$ cat src/rtl/hexbs_mc_recon_if.sv
// Bundle of request, reference-read, residual-stream, write and status signals
// for the motion-compensated macroblock reconstructor.
interface hexbs_mc_recon_if;
  logic              start;
  logic [31:0]       ref_start_addr;
  logic [31:0]       recon_start_addr;
  logic [31:0]       mb_x_pos;
  logic [31:0]       mb_y_pos;
  logic signed [5:0] mv_x;
  logic signed [5:0] mv_y;

  logic [31:0]       mem_addr;
  logic [7:0]        mem_rdata;

  logic              res_valid;
  logic signed [8:0] res_data;
  logic              res_ready;

  logic              wr_en;
  logic [31:0]       wr_addr;
  logic [7:0]        wr_data;

  logic              busy;
  logic              done;

  modport slave (
    input  start, ref_start_addr, recon_start_addr, mb_x_pos, mb_y_pos, mv_x, mv_y,
    input  mem_rdata, res_valid, res_data,
    output mem_addr, res_ready, wr_en, wr_addr, wr_data, busy, done
  );

  modport master (
    output start, ref_start_addr, recon_start_addr, mb_x_pos, mb_y_pos, mv_x, mv_y,
    output mem_rdata, res_valid, res_data,
    input  mem_addr, res_ready, wr_en, wr_addr, wr_data, busy, done
  );
endinterface

$ cat src/rtl/hexbs_mc_recon.sv
// Reconstructs one macroblock: fetches edge-replicated motion-compensated reference
// pixels, adds the raster-order residual stream and writes saturated results.
module hexbs_mc_recon #(
  parameter int FRAME_WIDTH  = 352,
  parameter int FRAME_HEIGHT = 240,
  parameter int MB_SIZE      = 16
) (
  input  logic           clk,
  input  logic           rst,
  hexbs_mc_recon_if.slave bus
);

  localparam int CW = (MB_SIZE > 1) ? $clog2(MB_SIZE) : 1;
  localparam logic [CW-1:0]       C_LAST = CW'(MB_SIZE - 1);
  localparam logic signed [39:0]  MB_S   = 40'(MB_SIZE);
  localparam logic signed [39:0]  X_MAX  = 40'(FRAME_WIDTH - 1);
  localparam logic signed [39:0]  Y_MAX  = 40'(FRAME_HEIGHT - 1);
  localparam logic [31:0]         FW32   = 32'(FRAME_WIDTH);
  localparam logic [31:0]         MB32   = 32'(MB_SIZE);

  typedef enum logic [1:0] {IDLE, FETCH, DONE} state_t;

  state_t state_q, state_d;

  logic [31:0]       ref_q, recon_q, mbx_q, mby_q;
  logic signed [5:0] mvx_q, mvy_q;
  logic [CW-1:0]     r_q, c_q;

  logic              accept, hs, last_hs;
  logic signed [39:0] x_lin, y_lin;
  logic [31:0]       rx, ry, wr_addr_c;
  logic signed [9:0] pix_sum;
  logic [7:0]        pix_sat;

  assign accept  = (state_q == IDLE) && bus.start;
  assign hs      = (state_q == FETCH) && bus.res_valid;
  assign last_hs = hs && (r_q == C_LAST) && (c_q == C_LAST);

  // NOTE: sequential state uses non-blocking assignments so every register samples
  // pre-edge values; blocking here would create order-dependent simulation races.
  always_ff @(posedge clk) begin
    if (rst) state_q <= IDLE;
    else     state_q <= state_d;
  end

  // NOTE: every combinational output gets a default before the case so no path
  // leaves it unassigned, which would otherwise infer a latch.
  always_comb begin
    state_d = state_q;
    case (state_q)
      IDLE:    if (bus.start) state_d = FETCH;
      FETCH:   if (last_hs)   state_d = DONE;
      DONE:    state_d = IDLE;
      default: state_d = IDLE;
    endcase
  end

  // NOTE: the captured request fields are plain data registers with no reset; they
  // are only consumed after a start reloads them, so a reset term would buy nothing.
  always_ff @(posedge clk) begin
    if (accept) begin
      ref_q   <= bus.ref_start_addr;
      recon_q <= bus.recon_start_addr;
      mbx_q   <= bus.mb_x_pos;
      mby_q   <= bus.mb_y_pos;
      mvx_q   <= bus.mv_x;
      mvy_q   <= bus.mv_y;
    end
  end

  always_ff @(posedge clk) begin
    if (rst) begin
      r_q <= '0;
      c_q <= '0;
    end else if (accept) begin
      r_q <= '0;
      c_q <= '0;
    end else if (hs) begin
      if (c_q == C_LAST) begin
        c_q <= '0;
        r_q <= r_q + 1'b1;
      end else begin
        c_q <= c_q + 1'b1;
      end
    end
  end

  // Reference coordinates are formed wide and signed so MV underflow and frame-edge
  // overflow both clamp, replicating the border pixels.
  always_comb begin
    x_lin = $signed({8'd0, mbx_q}) * MB_S + $signed({{(40-CW){1'b0}}, c_q}) + 40'(mvx_q);
    y_lin = $signed({8'd0, mby_q}) * MB_S + $signed({{(40-CW){1'b0}}, r_q}) + 40'(mvy_q);

    if (x_lin < 0)          rx = '0;
    else if (x_lin > X_MAX) rx = X_MAX[31:0];
    else                    rx = x_lin[31:0];

    if (y_lin < 0)          ry = '0;
    else if (y_lin > Y_MAX) ry = Y_MAX[31:0];
    else                    ry = y_lin[31:0];

    bus.mem_addr = (state_q == FETCH) ? (ref_q + ry * FW32 + rx) : 32'd0;
  end

  always_comb begin
    pix_sum = $signed({2'b00, bus.mem_rdata}) + 10'(bus.res_data);
    if (pix_sum < 0)            pix_sat = 8'd0;
    else if (pix_sum > 10'sd255) pix_sat = 8'd255;
    else                        pix_sat = pix_sum[7:0];

    wr_addr_c = recon_q + (mby_q * MB32 + 32'(r_q)) * FW32 + mbx_q * MB32 + 32'(c_q);
  end

  always_ff @(posedge clk) begin
    if (rst) begin
      bus.wr_en   <= 1'b0;
      bus.wr_addr <= '0;
      bus.wr_data <= '0;
    end else begin
      bus.wr_en <= hs;
      if (hs) begin
        bus.wr_addr <= wr_addr_c;
        bus.wr_data <= pix_sat;
      end
    end
  end

  assign bus.res_ready = (state_q == FETCH);
  assign bus.busy      = (state_q != IDLE);
  assign bus.done      = (state_q == DONE);

endmodule

$ cat src/flat_wrapper.sv
// flat-port wrapper written by rule: the top's interface ports become plain ports
module hexbs_mc_recon_flat 
#(
  parameter int FRAME_WIDTH  = 352,
  parameter int FRAME_HEIGHT = 240,
  parameter int MB_SIZE      = 16
)
  (clk, rst, bus_start, bus_ref_start_addr, bus_recon_start_addr, bus_mb_x_pos, bus_mb_y_pos, bus_mv_x, bus_mv_y, bus_mem_rdata, bus_res_valid, bus_res_data, bus_mem_addr, bus_res_ready, bus_wr_en, bus_wr_addr, bus_wr_data, bus_busy, bus_done);
  hexbs_mc_recon_if bus_i ();
  input  logic clk;
  input  logic rst;
  input wire logic [$bits(bus_i.start)-1:0] bus_start;
  input wire logic [$bits(bus_i.ref_start_addr)-1:0] bus_ref_start_addr;
  input wire logic [$bits(bus_i.recon_start_addr)-1:0] bus_recon_start_addr;
  input wire logic [$bits(bus_i.mb_x_pos)-1:0] bus_mb_x_pos;
  input wire logic [$bits(bus_i.mb_y_pos)-1:0] bus_mb_y_pos;
  input wire logic [$bits(bus_i.mv_x)-1:0] bus_mv_x;
  input wire logic [$bits(bus_i.mv_y)-1:0] bus_mv_y;
  input wire logic [$bits(bus_i.mem_rdata)-1:0] bus_mem_rdata;
  input wire logic [$bits(bus_i.res_valid)-1:0] bus_res_valid;
  input wire logic [$bits(bus_i.res_data)-1:0] bus_res_data;
  output wire logic [$bits(bus_i.mem_addr)-1:0] bus_mem_addr;
  output wire logic [$bits(bus_i.res_ready)-1:0] bus_res_ready;
  output wire logic [$bits(bus_i.wr_en)-1:0] bus_wr_en;
  output wire logic [$bits(bus_i.wr_addr)-1:0] bus_wr_addr;
  output wire logic [$bits(bus_i.wr_data)-1:0] bus_wr_data;
  output wire logic [$bits(bus_i.busy)-1:0] bus_busy;
  output wire logic [$bits(bus_i.done)-1:0] bus_done;
  assign bus_i.start = bus_start;
  assign bus_i.ref_start_addr = bus_ref_start_addr;
  assign bus_i.recon_start_addr = bus_recon_start_addr;
  assign bus_i.mb_x_pos = bus_mb_x_pos;
  assign bus_i.mb_y_pos = bus_mb_y_pos;
  assign bus_i.mv_x = bus_mv_x;
  assign bus_i.mv_y = bus_mv_y;
  assign bus_i.mem_rdata = bus_mem_rdata;
  assign bus_i.res_valid = bus_res_valid;
  assign bus_i.res_data = bus_res_data;
  assign bus_mem_addr = bus_i.mem_addr;
  assign bus_res_ready = bus_i.res_ready;
  assign bus_wr_en = bus_i.wr_en;
  assign bus_wr_addr = bus_i.wr_addr;
  assign bus_wr_data = bus_i.wr_data;
  assign bus_busy = bus_i.busy;
  assign bus_done = bus_i.done;
  hexbs_mc_recon #(.FRAME_WIDTH(FRAME_WIDTH), .FRAME_HEIGHT(FRAME_HEIGHT), .MB_SIZE(MB_SIZE)) u_core (.clk(clk), .rst(rst), .bus(bus_i));
endmodule
$ cat config.mk
export PLATFORM = sky130hd
export DESIGN_NAME = hexbs_mc_recon_flat
export DESIGN_NICKNAME = d
export VERILOG_FILES = /design/src/rtl/hexbs_mc_recon_if.sv /design/src/rtl/hexbs_mc_recon.sv /design/src/flat_wrapper.sv
export SDC_FILE = /design/constraint.sdc
export NUM_CORES = 1
export LEC_CHECK = 0
export BUFFER_PORTS_ARGS = -buffer_cell sky130_fd_sc_hd__buf_4
export CELL_PAD_IN_SITES_DETAIL_PLACEMENT = 1
export CELL_PAD_IN_SITES_GLOBAL_PLACEMENT = 1
export CORE_MARGIN = 1.5
export CORE_UTILIZATION = 50
export DETAILED_ROUTE_END_ITERATION = 8
export GPL_TIMING_DRIVEN = 0
export HOLD_SLACK_MARGIN = 0.12
export MAX_ROUTING_LAYER = met4
export PLACE_DENSITY_LB_ADDON = 0.05
export SLEW_MARGIN = 0
export SYNTH_ARGS = -nofsm -noshare
export SYNTH_HDL_FRONTEND = slang
export SYNTH_SLANG_ARGS = --single-unit
$ cat constraint.sdc
create_clock -name clk -period 18.25 [get_ports clk]
set_clock_uncertainty 0.2 [all_clocks]
set_input_delay 0 -clock clk [delete_from_list [all_inputs] [get_ports clk]]
set_output_delay 0 -clock clk [all_outputs]
set_load 0.1 [all_outputs]
Word-level counts from Yosys, hierarchy flattened
Cells that the tools add are included.
{"block": "word_totals", "regBits": 191, "in_bits": 161, "output_inout_bits": 76, "elab_cells": 59}
{"block": "classes", "n_addsub": 13, "mul": 2, "order_cmp": 6, "n_eq_ne": 6, "n_mux": 11, "n_reduce_logical": 9}
{"op": "$mux W32", "n": 5}
{"op": "$add A32 B32 Y32", "n": 4}
{"op": "$lt A40 B1 Y1 const B", "n": 2}
{"op": "$add A38 B6 Y39", "n": 2}
{"op": "$add A36 B4 Y37", "n": 2}
{"op": "$add A32 B4 Y32", "n": 2}
{"op": "$mul A32 B4 Y27 const B", "n": 2}
{"op": "$gt A40 B10 Y1 const B", "n": 1}
{"op": "$gt A40 B9 Y1 const B", "n": 1}
{"op": "$mux W8", "n": 2}
{"op": "$add A9 B9 Y10", "n": 1}
{"op": "$gt A10 B9 Y1 const B", "n": 1}
{"op": "$lt A10 B1 Y1 const B", "n": 1}
{"op": "$add A4 B1 Y4 const B", "n": 2}
{"op": "$eq A4 B4 Y1 const B", "n": 2}
{"op": "$logic_and A1 B1 Y1", "n": 4}
{"op": "$mux W2", "n": 2}
{"op": "$mux W4", "n": 1}
{"op": "$pmux W2 S2", "n": 1}
{"op": "$reduce_and A2 Y1", "n": 2}
{"op": "$eq A2 B1 Y1 const B", "n": 1}
{"op": "$eq A2 B2 Y1 const B", "n": 1}
{"op": "$logic_not A2 Y1", "n": 1}
{"op": "$ne A2 B1 Y1 const B", "n": 1}
{"op": "3 further kinds", "n": 3}

Logic depth before layout (Yosys ltp)
Gate-level depths: netlist of the first run.
{"block": "depth", "ltp_word": 9, "mapped_depth": 40, "depth_no_buf": 40}

Worst setup path before layout of the first run
Ideal clock, no wire load.
{"block": "synth_timing", "path_type": "register -> output", "startpoint": "register u_core.mvy_q[5]", "endpoint": "output bus_mem_addr[31]", "arrival_ns": 10.179, "required_time_ns": 18.050, "path_slack_ns": 7.871, "path_stages_with_launch": 38, "path_cell_list": "edfxtp_1 > ha_1 > buf_6 > a21oi_1 > o21bai_1 > a221oi_2 > or4b_1 > o2111ai_1 > o211ai_1 > nand4b_1 > nor4_1 > nand4_1 > nor4_4 > a31oi_1 > ha_1 > inv_1 > fa_1 > inv_1 > (+2 left out) > o31a_1 > o21a_1 > a21oi_1 > xor2_1 > fa_1 > inv_1 > ha_1 > and4_1 > o211a_1 > a22o_1 > a311oi_1 > nor3_1 > or4b_1 > a31o_2 > o22ai_1 > o21ai_0 > xnor2_1 > nor2_1"}
{"block": "synth_via", "elab_chain_len": 8, "word_cells_on_any_way": 9}
{"element": "start, declared", "line": "hexbs_mc_recon.sv:26", "text": "logic signed [5:0] mvx_q, mvy_q;"}
{"element": "start signal, assigned", "line": "hexbs_mc_recon.sv:67", "text": "mvy_q <= bus.mv_y;"}
{"element": "$add A38 B6 Y39 (*)", "line": "hexbs_mc_recon.sv:92", "text": "y_lin = $signed({8'd0, mby_q}) * MB_S + $signed({{(40-CW){1'b0}}, r_q}) + 40'(mvy_q);"}
{"element": "$gt A40 B9 Y1", "line": "hexbs_mc_recon.sv:99", "text": "else if (y_lin > Y_MAX) ry = Y_MAX[31:0];"}
{"element": "$mux W32", "line": "hexbs_mc_recon.sv:99"}
{"element": "$mux W32 (*)", "line": "hexbs_mc_recon.sv:98", "text": "if (y_lin < 0) ry = '0;"}
{"element": "$mul A32 B4 Y27 (*)", "line": "hexbs_mc_recon.sv:102", "text": "bus.mem_addr = (state_q == FETCH) ? (ref_q + ry * FW32 + rx) : 32'd0;"}
{"element": "$add A32 B32 Y32 (*) (2 in a row)", "line": "hexbs_mc_recon.sv:102"}
{"element": "$mux W32 (*)", "line": "hexbs_mc_recon.sv:102"}
{"element": "end, declared", "line": "flat_wrapper.sv:22", "text": "output wire logic [$bits(bus_i.mem_addr)-1:0] bus_mem_addr;"}
Mark *: on every way between the ends. The rest lies on a longest branch, timed or not.

Worst setup path after layout of the first run
Same ends and word-level chain as after synthesis.

==> impl_metrics.ini, run 1 <==
[cts]
post_cts_buffers = 0
cts_max_level = 4
number_of_buffers_added_by_the_clock_tree_synthesis_step = 17
clkLatencyLatePin_ps = 530
tritoncts_num_sinks = 191
cts.path.max_buffers = 2
clockRootBuffer = clkbuf_16
tritoncts = built
clk_pin_slew_worst_paths_ps = 90

[floorplanning]
die-area_sq_um = 40800
die_x_microns = 202
placeableCoreArea_sq_um = 38900
die_height_microns = 202
floorplan.initialDensity = 0.509
placementRows = 72
design.portCount = 237

[setup_path]
r2r-end = u_core.bus.wr_addr[30]$_SDFFE_PP0P_
critical_setup_path_class = register to output port
worst-endpoint-required_ps = 18050
crit_path_max_incr_delay_ps = 680
crit_path_top_delay_cell = edfxtp_1
worstSetupStartpointType = register
critical_path_arrival_ps = 11910
cp_common_cell = ha_1
endpoint_kind = output port
worst_r2r_path_depth = 26
reg2reg_slack_ps = 10830
rr_startpoint = u_core.r_q[0]$_SDFFE_PP0P_
critPathMaxFanout = 24

[yosys]
syn-cell-area_sq_um = 19800
register_bit_total_from_synthesis = 191
synth.top_cells.by_count = 366 x inv_1, 253 x ha_1, 191 x a21oi_1, 148 x nand2_1, 140 x edfxtp_1
yosys.cell_count.top_type = inv_1
synth_area_leader_cell = edfxtp_1
dominantRegCellSynth = edfxtp_1
synth_top_cell_area_share = 0.212
synth_cell_types = 83
synth-warning-count = 0
async_reset_ff_frac = 0
synth-edff-count = 140
synthesis.instances = 2228
seq_area_frac_synth = 0.264
synth_top_cells_by_area = edfxtp_1 21%, ha_1 16%, fa_1 10%
postSynthAreaPerCell_sq_um = 8.89

[worst_hold_path]
timing.hold.worst_path_depth = 2
worst_hold_path_type = register to register
hold_path.startpoint = u_core.bus.wr_data[7]$_SDFFE_PP0P_
worst_hold_path.endpoint = u_core.bus.wr_data[7]$_SDFFE_PP0P_

[grt]
grt_first_pass_wirelength_microns = 133000
grt_start_max_net_pins = 37
number_of_antenna_violations_at_the_first_check_in_global_routing = 2
groute.usage.overall = 0.437
first_global_vias = 23100
gr-total-overflow = 0

[placement]
port_buffers = 235
gp_congestion = 0.914
place.detailed.hpwl_microns = 48100
dp_worst_setup_slack_ps = 7050

[timing]
timing.fmax_ghz = 0.0826
final_max_slew_viol_count = 0
setup_total_negative_slack_ps = 0
slew-limit-headroom = 0.318
tightest_slew_ps = 1010
fin_ws_ps = 6140
rsz0062_at_grt = false
hold_viol_final = 0
setup_viol = 0
final.period_utilization = 0.664
period_needed_ps = 12110

[finish]
final_layout_size_suffix_gt1_frac = 0.109
total_area_of_multi_input_combinational_cells_sq_um = 13300
layout.filler_cells = 4469
ff_latch_area_sq_um = 5230
fin_nets = 3382
area_growth_pct = 32.7
finish.utilization = 0.676

[pwr]
switching_share = 0.554
internal_power_mw = 1.55
power_density_nw_per_um2 = 132
irDropWorstVdd_uv = 106
netSwitchingPower_mw = 1.92
power.share.combinational = 0.723
p_total_mw = 3.47
clockPowerShare = 0.123
p_seq_frac = 0.154
power.leakage_nw = 12.6

[route]
drt-wirelength-per-cell_microns = 25.6
ant_nets = 0
routed_via_density = 6.18
dr_total_vias = 21000
wl_microns = 87000
drt-pass1-iter-count = 5
detail_route.drc_violations = 0
dr.first_iter.drc_count = 1794

[job]
max_cap_violations = 0

[run_status]
outcome = finished, final reports clean
-- how the worst max path moves through the flow --
stage                                    from          endpoint  slack [ps]  cells past startpoint
finish              u_core.mvy_q[5]$_DFFE_PP_  bus_mem_addr[31]        6140                     39
global route        u_core.mvy_q[5]$_DFFE_PP_  bus_mem_addr[31]        5790                     41
CTS                 u_core.mvy_q[5]$_DFFE_PP_  bus_mem_addr[31]        6430                     40
detailed placement  u_core.mvy_q[5]$_DFFE_PP_  bus_mem_addr[31]        7050                     37
global placement    u_core.mvy_q[5]$_DFFE_PP_  bus_mem_addr[31]        7110                     40
floorplan           u_core.mvy_q[5]$_DFFE_PP_  bus_mem_addr[31]        7870                     37
-- flip-flops by register name, indices dropped and copies added (netlist names) --
name                count
u_core.recon_q         32
u_core.bus.wr_data      8
u_core.mvx_q            6
u_core.mbx_q           32
u_core.bus.wr_en        1
u_core.bus.wr_addr     32
u_core.mvy_q            6
u_core.c_q              4
u_core.mby_q           32
u_core.r_q              4
u_core.state_q          2
u_core.ref_q           32
-- placed cells by master, fill, tap and decap left out, types with 67 or more instances in the layout --
master | synthesis | final
a21o_1 | 67 | 67
a21oi_1 | 191 | 191
buf_4 | 0 | 235
conb_1 | 2 | 72
dlygate4sd3_1 | 0 | 307
edfxtp_1 | 140 | 140
fa_1 | 103 | 103
ha_1 | 253 | 253
inv_1 | 366 | 366
nand2_1 | 148 | 148
nor2_1 | 135 | 134
o21ai_0 | 95 | 95
xnor2_1 | 83 | 83
-- metrics by stage --
stage	cells	hold slack, ps	instance area [sq um]
finish	3398	282	26300
global route	3398	304	26300
CTS	3394	223	26200
detailed placement	3055	-20.7	22600
global placement	3051	-22.2	22500
floorplan	2298	-101	20100
-- power by group through the flow --
| stage | Combinational, mW | Clock, mW | Sequential (mW) |
|---|---|---|---|
| after floorplan | 1.59 | 0 | 0.641 |
| after CTS | 2.24 | 0.402 | 0.532 |
| after global routing | 2.66 | 0.432 | 0.537 |
| after detailed placement | 2.16 | 0 | 0.541 |
| final | 2.51 | 0.427 | 0.536 |
| after global placement | 2.08 | 0 | 0.547 |
-- timing repair --
| action | in CTS | in global routing |
|---|---|---|
| resized for setup | 0 | 0 |
| hold buffers | 307 | 0 |
| endpoints found under the hold margin | 267 | 0 |
-- cells by family (layout without fill, tap and decap cells) --
logic type      Yosys count  count (layout)  share of synthesized area
fa+ha+maj               356             356                      0.264
mux                      10              10                    0.00530
xor+xnor                146             146                     0.0645
compound gates          590             590                      0.194
flops                   191             191                      0.264
other cells               2              74                   0.000379
buf+inv                 401             981                     0.0765
simple gates            532             532                      0.132
-- area by class of cell --
| type | instances | share of cell area |
|---|---|---|
| antenna | 2 | 0.000190 |
| buffer | 34 | 0.00523 |
| clock buffer | 20 | 0.0182 |
| clock inverter | 12 | 0.00428 |
| inverter | 367 | 0.0524 |
| multi-input combinational | 1706 | 0.507 |
| sequential | 191 | 0.199 |
| tap | 518 | 0.0246 |
| timing repair buffer | 548 | 0.189 |
-- layer usage --
layer  up-vias  wire length, microns  GRT usage
met1     10300                 31600      0.459
met5         -                     0          -
li1       8993                     -          -
met2      1221                 43600      0.755
met4         0                  6490      0.287
met3       471                  5360     0.0738
-- critical path: cells and delay by family (launching register included) --
kind / cells / cell delay (ps)
AND/OR/NAND/NOR: 12 / 3230
multiplexers: 1 / 170
AO/OA/AOI/OAI: 12 / 3290
buffers and inverters: 6 / 1160
flip-flops: 1 / 680
XOR/XNOR: 2 / 480
adder cells (fa/ha/maj): 6 / 2300
Power figures use the tool's default switching activity.
==> run 2, diff against run 1 <==
- CORE_UTILIZATION: 50 -> 42
- clock period: 18.25 -> 10 ns (I/O delays scaled with it)
==> run 2 against run 1 <==
Compared with the run above:
- the flow now finishes with violations (setup timing)
- sequential power rose by 81%
- total power up 84%
- via count down 9.0%
- largest power group unchanged
- non-clock buffer count up 37
- final area grew 5.3%
- combinational power is 87% higher
- critical path type unchanged
- register-to-register slack lost 7800 ps
- clock power up 75%
==> impl_metrics.ini, run 2 (synthesis results as in run 1) <==
[run_status]
outcome = finished, violations left
violations_in_the_final_reports = setup timing

[timing]
tightest_slew_ps = 1040
hold_viol_final = 0
slew-limit-headroom = 0.298
final.period_utilization = 1.03
rsz0062_at_grt = true
final_max_slew_viol_count = 0
setup_viol = 5
timing.fmax_ghz = 0.0975
fin_ws_ps = -262
period_needed_ps = 10260

[floorplanning]
design.portCount = 237
die_x_microns = 220
placeableCoreArea_sq_um = 46600
placementRows = 79
die_height_microns = 220
floorplan.initialDensity = 0.426
die-area_sq_um = 48500

[grt]
grt_first_pass_wirelength_microns = 109000
first_global_vias = 20500
groute.usage.overall = 0.300
gr-total-overflow = 0
grt_start_max_net_pins = 35
number_of_antenna_violations_at_the_first_check_in_global_routing = 1

[finish]
final_layout_size_suffix_gt1_frac = 0.164
finish.utilization = 0.595
most_common_cell_after_layout_fill_and_taps_aside = inv_1
fin_nets = 3419
most-common-layout-cells = 360 x inv_1, 311 x dlygate4sd3_1, 264 x buf_4
area_growth_pct = 39.8

[cts]
cts_max_level = 4
tritoncts = built
number_of_buffers_added_by_the_clock_tree_synthesis_step = 17
cts.path.max_buffers = 2
clkLatencyLatePin_ps = 520
tritoncts_num_sinks = 191
clk_pin_slew_worst_paths_ps = 80
clockRootBuffer = clkbuf_16

[route]
detail_route.drc_violations = 0
wl_microns = 72900
drt-pass1-iter-count = 5
drt-wirelength-per-cell_microns = 20.7
dr_total_vias = 19100
routed_via_density = 5.42
ant_nets = 0
dr.first_iter.drc_count = 980

[setup_path]
rr_startpoint = u_core.r_q[3]$_SDFFE_PP0P_
worst-endpoint-required_ps = 9800
cp_common_cell = ha_4
critical_path_arrival_ps = 10060
critical_setup_path_class = register to output port
critPathMaxFanout = 6
endpoint_kind = output port
crit_path_max_incr_delay_ps = 660
crit_start = u_core.mvy_q[1]$_DFFE_PP_
crit_path_top_delay_cell = a211oi_1
worstSetupStartpointType = register

[job]
max_cap_violations = 0

[pwr]
irDropWorstVdd_uv = 393
power.leakage_nw = 12.9
p_total_mw = 6.40
power_density_nw_per_um2 = 231

[placement]
gp_congestion = 0.886
port_buffers = 235
place.detailed.hpwl_microns = 48300

[worst_hold_path]
worst_hold_path_type = register to register
hold_path.startpoint = u_core.bus.wr_addr[29]$_SDFFE_PP0P_
[run 2: power by group]
part	switching (mW)	internal, mW	total (mW)
clock	0.391	0.357	0.748
sequential	0.0489	0.921	0.970
combinational	2.93	1.76	4.69
total	3.37	3.04	6.40
[run 2: final cells by class]
class                           count  area (sq um)
Clock buffer                       17           425
Fill cell                        5292         18800
Inverter                          367          1380
Antenna cell                        2          5.00
Multi-Input combinational cell   1706         14200
Clock inverter                     15           170
Sequential cell                   191          5230
Buffer                             26           108
Timing Repair Buffer              593          5430
Tap cell                          607           759
[run 2: through the flow]
stage               hold slack (ps)  setup slack (ps)  cells  TNS (ps)  instance area, sq um
floorplan                      -101              62.3   2298         0                 20100
global placement              -21.7             -1360   3140   -111970                 22600
detailed placement            -20.7             -1400   3145     -9920                 22700
CTS                             264              5.96   3508         0                 26900
global route                    282              -659   3523     -5090                 27700
finish                          264              -262   3524      -844                 27700
[run 2: timing repair]
| item | 4_1_cts | 5_1_grt |
|---|---|---|
| gates resized for setup | 48 | 119 |
| endpoints found under the setup margin | 17 | 13 |
| endpoints found under the hold margin | 250 | 0 |
| gates cloned | 0 | 1 |
| hold buffers | 311 | 0 |
| buffers inserted | 24 | 19 |
| pin swaps | 19 | 46 |
[run 2: path summary, 6_finish.rpt]
kind,to,slack (ps),cells past startpoint
worst max register to register,u_core.bus.wr_addr[30]$_SDFFE_PP0P_,3060,26
worst min-delay path,u_core.bus.wr_addr[29]$_SDFFE_PP0P_,260,2
worst max-delay path,bus_mem_addr[31],-260,39
worst min register to register,u_core.bus.wr_addr[29]$_SDFFE_PP0P_,260,2
[run 2: worst max-delay path, delay by kind of cell (launching register included)]
| family | cells | cell delay (ps) |
|---|---|---|
| AO/OA/AOI/OAI | 13 | 3080 |
| XOR/XNOR | 3 | 790 |
| flip-flops | 1 | 520 |
| adder cells (fa/ha/maj) | 6 | 1920 |
| AND/OR/NAND/NOR | 11 | 2420 |
| buffers and inverters | 6 | 790 |
[run 2: routing by layer]
layer | wire (microns) | up-vias | track usage | share of wire
li1 | - | 9038 | - | -
met1 | 30400 | 9532 | 0.345 | 0.42
met3 | 2820 | 123 | 0.0531 | 0.039
met2 | 37600 | 422 | 0.526 | 0.52
met5 | 0 | - | - | 0
met4 | 2140 | 0 | 0.0950 | 0.029
==> run 3, diff against run 2 <==
- CTS_BUF_LIST: default -> sky130_fd_sc_hd__clkbuf_16
- MAX_ROUTING_LAYER: met4 -> default
==> run 3 against run 2 <==
Compared with the run above:
- the flow now finishes without violations
- total power fell by 0.68%
- count of clock-buffer cells in the layout did not move
- routed wire length decreased by 1.8%
- clock power is 2.9% lower
- maximum frequency increased by 2.8%
- via count is 0.14% lower
- hold slack worse by 9.9 ps
- critical path type unchanged
- critical endpoint unchanged
==> impl_metrics.ini, run 3 (synthesis results as in run 1) <==
[route]
ant_nets = 0
routed_via_density = 5.41
wl_microns = 71600
dr_total_vias = 19100
drt-pass1-iter-count = 5
drt-wirelength-per-cell_microns = 20.3
detail_route.drc_violations = 0
dr.first_iter.drc_count = 896

[grt]
groute.usage.overall = 0.286
first_global_vias = 20400
gr-total-overflow = 0
grt_start_max_net_pins = 35
grt_first_pass_wirelength_microns = 108000
number_of_antenna_violations_at_the_first_check_in_global_routing = 0

[timing]
slew-limit-headroom = 0.203
hold_viol_final = 0
final.period_utilization = 0.998
tightest_slew_ps = 1180
fin_hold_ws_ps = 254
rsz0062_at_grt = true
final_max_slew_viol_count = 0
period_needed_ps = 9980
timing.fmax_ghz = 0.100
fin_ws_ps = 19.4
setup_viol = 0

[cts]
clkLatencyLatePin_ps = 510
cts.path.max_buffers = 2
tritoncts_num_sinks = 191
tritoncts = built
number_of_buffers_added_by_the_clock_tree_synthesis_step = 17
clockRootBuffer = clkbuf_16
clk_pin_slew_worst_paths_ps = 80
cts_max_level = 4

[pwr]
p_total_mw = 6.36
power_density_nw_per_um2 = 229
irDropWorstVdd_uv = 374
power.leakage_nw = 12.9

[finish]
fin_nets = 3424
final_layout_size_suffix_gt1_frac = 0.169
most_common_cell_after_layout_fill_and_taps_aside = inv_1
final_cell_count_no_fill = 3528
area_growth_pct = 40.1
layout.filler_cells = 5266
most-common-layout-cells = 360 x inv_1, 308 x dlygate4sd3_1, 274 x buf_4

[floorplanning]
placeableCoreArea_sq_um = 46600
floorplan.initialDensity = 0.426
die_x_microns = 220
die-area_sq_um = 48500
design.portCount = 237
die_height_microns = 220
placementRows = 79

[job]
max_cap_violations = 0

[placement]
place.detailed.hpwl_microns = 48100
numPlacedInstances = 3145
gp_congestion = 0.879
dp_worst_setup_slack_ps = -1480
port_buffers = 235

[setup_path]
critical_path_arrival_ps = 9780
critical_setup_path_class = register to output port
worst-endpoint-required_ps = 9800
endpoint_kind = output port
crit_path_max_incr_delay_ps = 580
worstSetupStartpointType = register
critPathMaxFanout = 6
cp_common_cell = ha_4
worst_path_dominant_cell_family = compound AO/OA/AOI/OAI gates
critPathBufInv = 6
crit_path_top_delay_cell = fa_1

[worst_hold_path]
worst_hold_path_type = register to register

[run_status]
outcome = finished, final reports clean
==> run 3: changes by cell type in the layout (fill, tap and decap cells not counted), moves of 3 or more <==
cell           before  now
dlygate4sd3_1     311  308
ha_1              222  216
a21oi_2             7   12
buf_4             264  274
nor4_2              2    5
nor4_1              8    5
a21oi_1           181  178
ha_4               24   29
==> run 3: timing repair <==
| action | in CTS | in global routing |
|---|---|---|
| endpoints found under the hold margin | 246 | 0 |
| setup endpoints to repair | 16 | 13 |
| hold buffers | 308 | 0 |
| pin swaps | 19 | 80 |
| setup buffers | 24 | 26 |
| cloned | 0 | 1 |
| resized for setup | 49 | 123 |
==> run 3: area by class of cell <==
cell class	instances	area, sq um	area share
tap	607	759	0.0274
timing repair buffer	598	5440	0.196
inverter	367	1380	0.0497
sequential	191	5230	0.188
multi-input combinational	1706	14300	0.514
clock inverter	15	151	0.00545
clock buffer	17	425	0.0153
antenna	1	2.50	0.0000901
buffer	26	108	0.00388
==> run 3: path summary, 6_finish.rpt <==
kind,startpoint,endpoint,slack (ps),depth (start not counted)
setup / recovery,u_core.r_q[1]$_SDFFE_PP0P_,bus_mem_addr[31],20,39
hold / removal,u_core.bus.wr_addr[29]$_SDFFE_PP0P_,u_core.bus.wr_addr[29]$_SDFFE_PP0P_,250,2
setup reg to reg,u_core.r_q[1]$_SDFFE_PP0P_,u_core.bus.wr_addr[30]$_SDFFE_PP0P_,3040,26
hold reg to reg,u_core.bus.wr_addr[29]$_SDFFE_PP0P_,u_core.bus.wr_addr[29]$_SDFFE_PP0P_,250,2
==> run 3: worst reg2reg max path, stage by stage (launching register included) <==
cell	delay, ps
dfxtp_1	430
ha_1	350
inv_1	50
fa_1	490
inv_1	50
ha_1	330
a21oi_1	210
o21ai_0	120
a21oi_1	230
o21bai_1	140
a21oi_1	310
o21bai_1	100
a21oi_1	190
xor2_1	340
fa_1	480
inv_1	80
ha_1	310
a21o_1	200
a21oi_1	210
a2bb2oi_1	210
o31ai_1	140
o41ai_1	660
o211ai_1	290
a211oi_1	350
xnor2_1	180
nand2_1	80
a21oi_1	170
==> run 3: report_power, final <==
| group | total, mW | switching, mW | leakage (nW) | internal (mW) |
|---|---|---|---|---|
| Sequential | 0.971 | 0.0497 | 1.75 | 0.921 |
| Combinational | 4.66 | 2.92 | 10.9 | 1.75 |
| Clock | 0.726 | 0.374 | 0.285 | 0.352 |
| Total | 6.36 | 3.34 | 12.9 | 3.02 |
==> run 3: metal layers <==
layer / vias up / part of all wire / GRT usage
met4: 0 / 0.030 / 0.0825
met2: 387 / 0.51 / 0.514
li1: 9070 / - / -
met1: 9504 / 0.43 / 0.353
met5: - / 0 / 0
met3: 127 / 0.032 / 0.0427
==> run 3: per-stage QoR <==
| step | TNS [ps] | utilization | area [sq um] |
|---|---|---|---|
| final | 0 | 0.596 | 27800 |
| after global routing | -1780 | 0.596 | 27800 |
| after CTS | 0 | 0.577 | 26800 |
| after detailed placement | -10280 | 0.488 | 22700 |
| after global placement | -114780 | 0.486 | 22600 |
| after floorplan | 0 | - | 20100 |
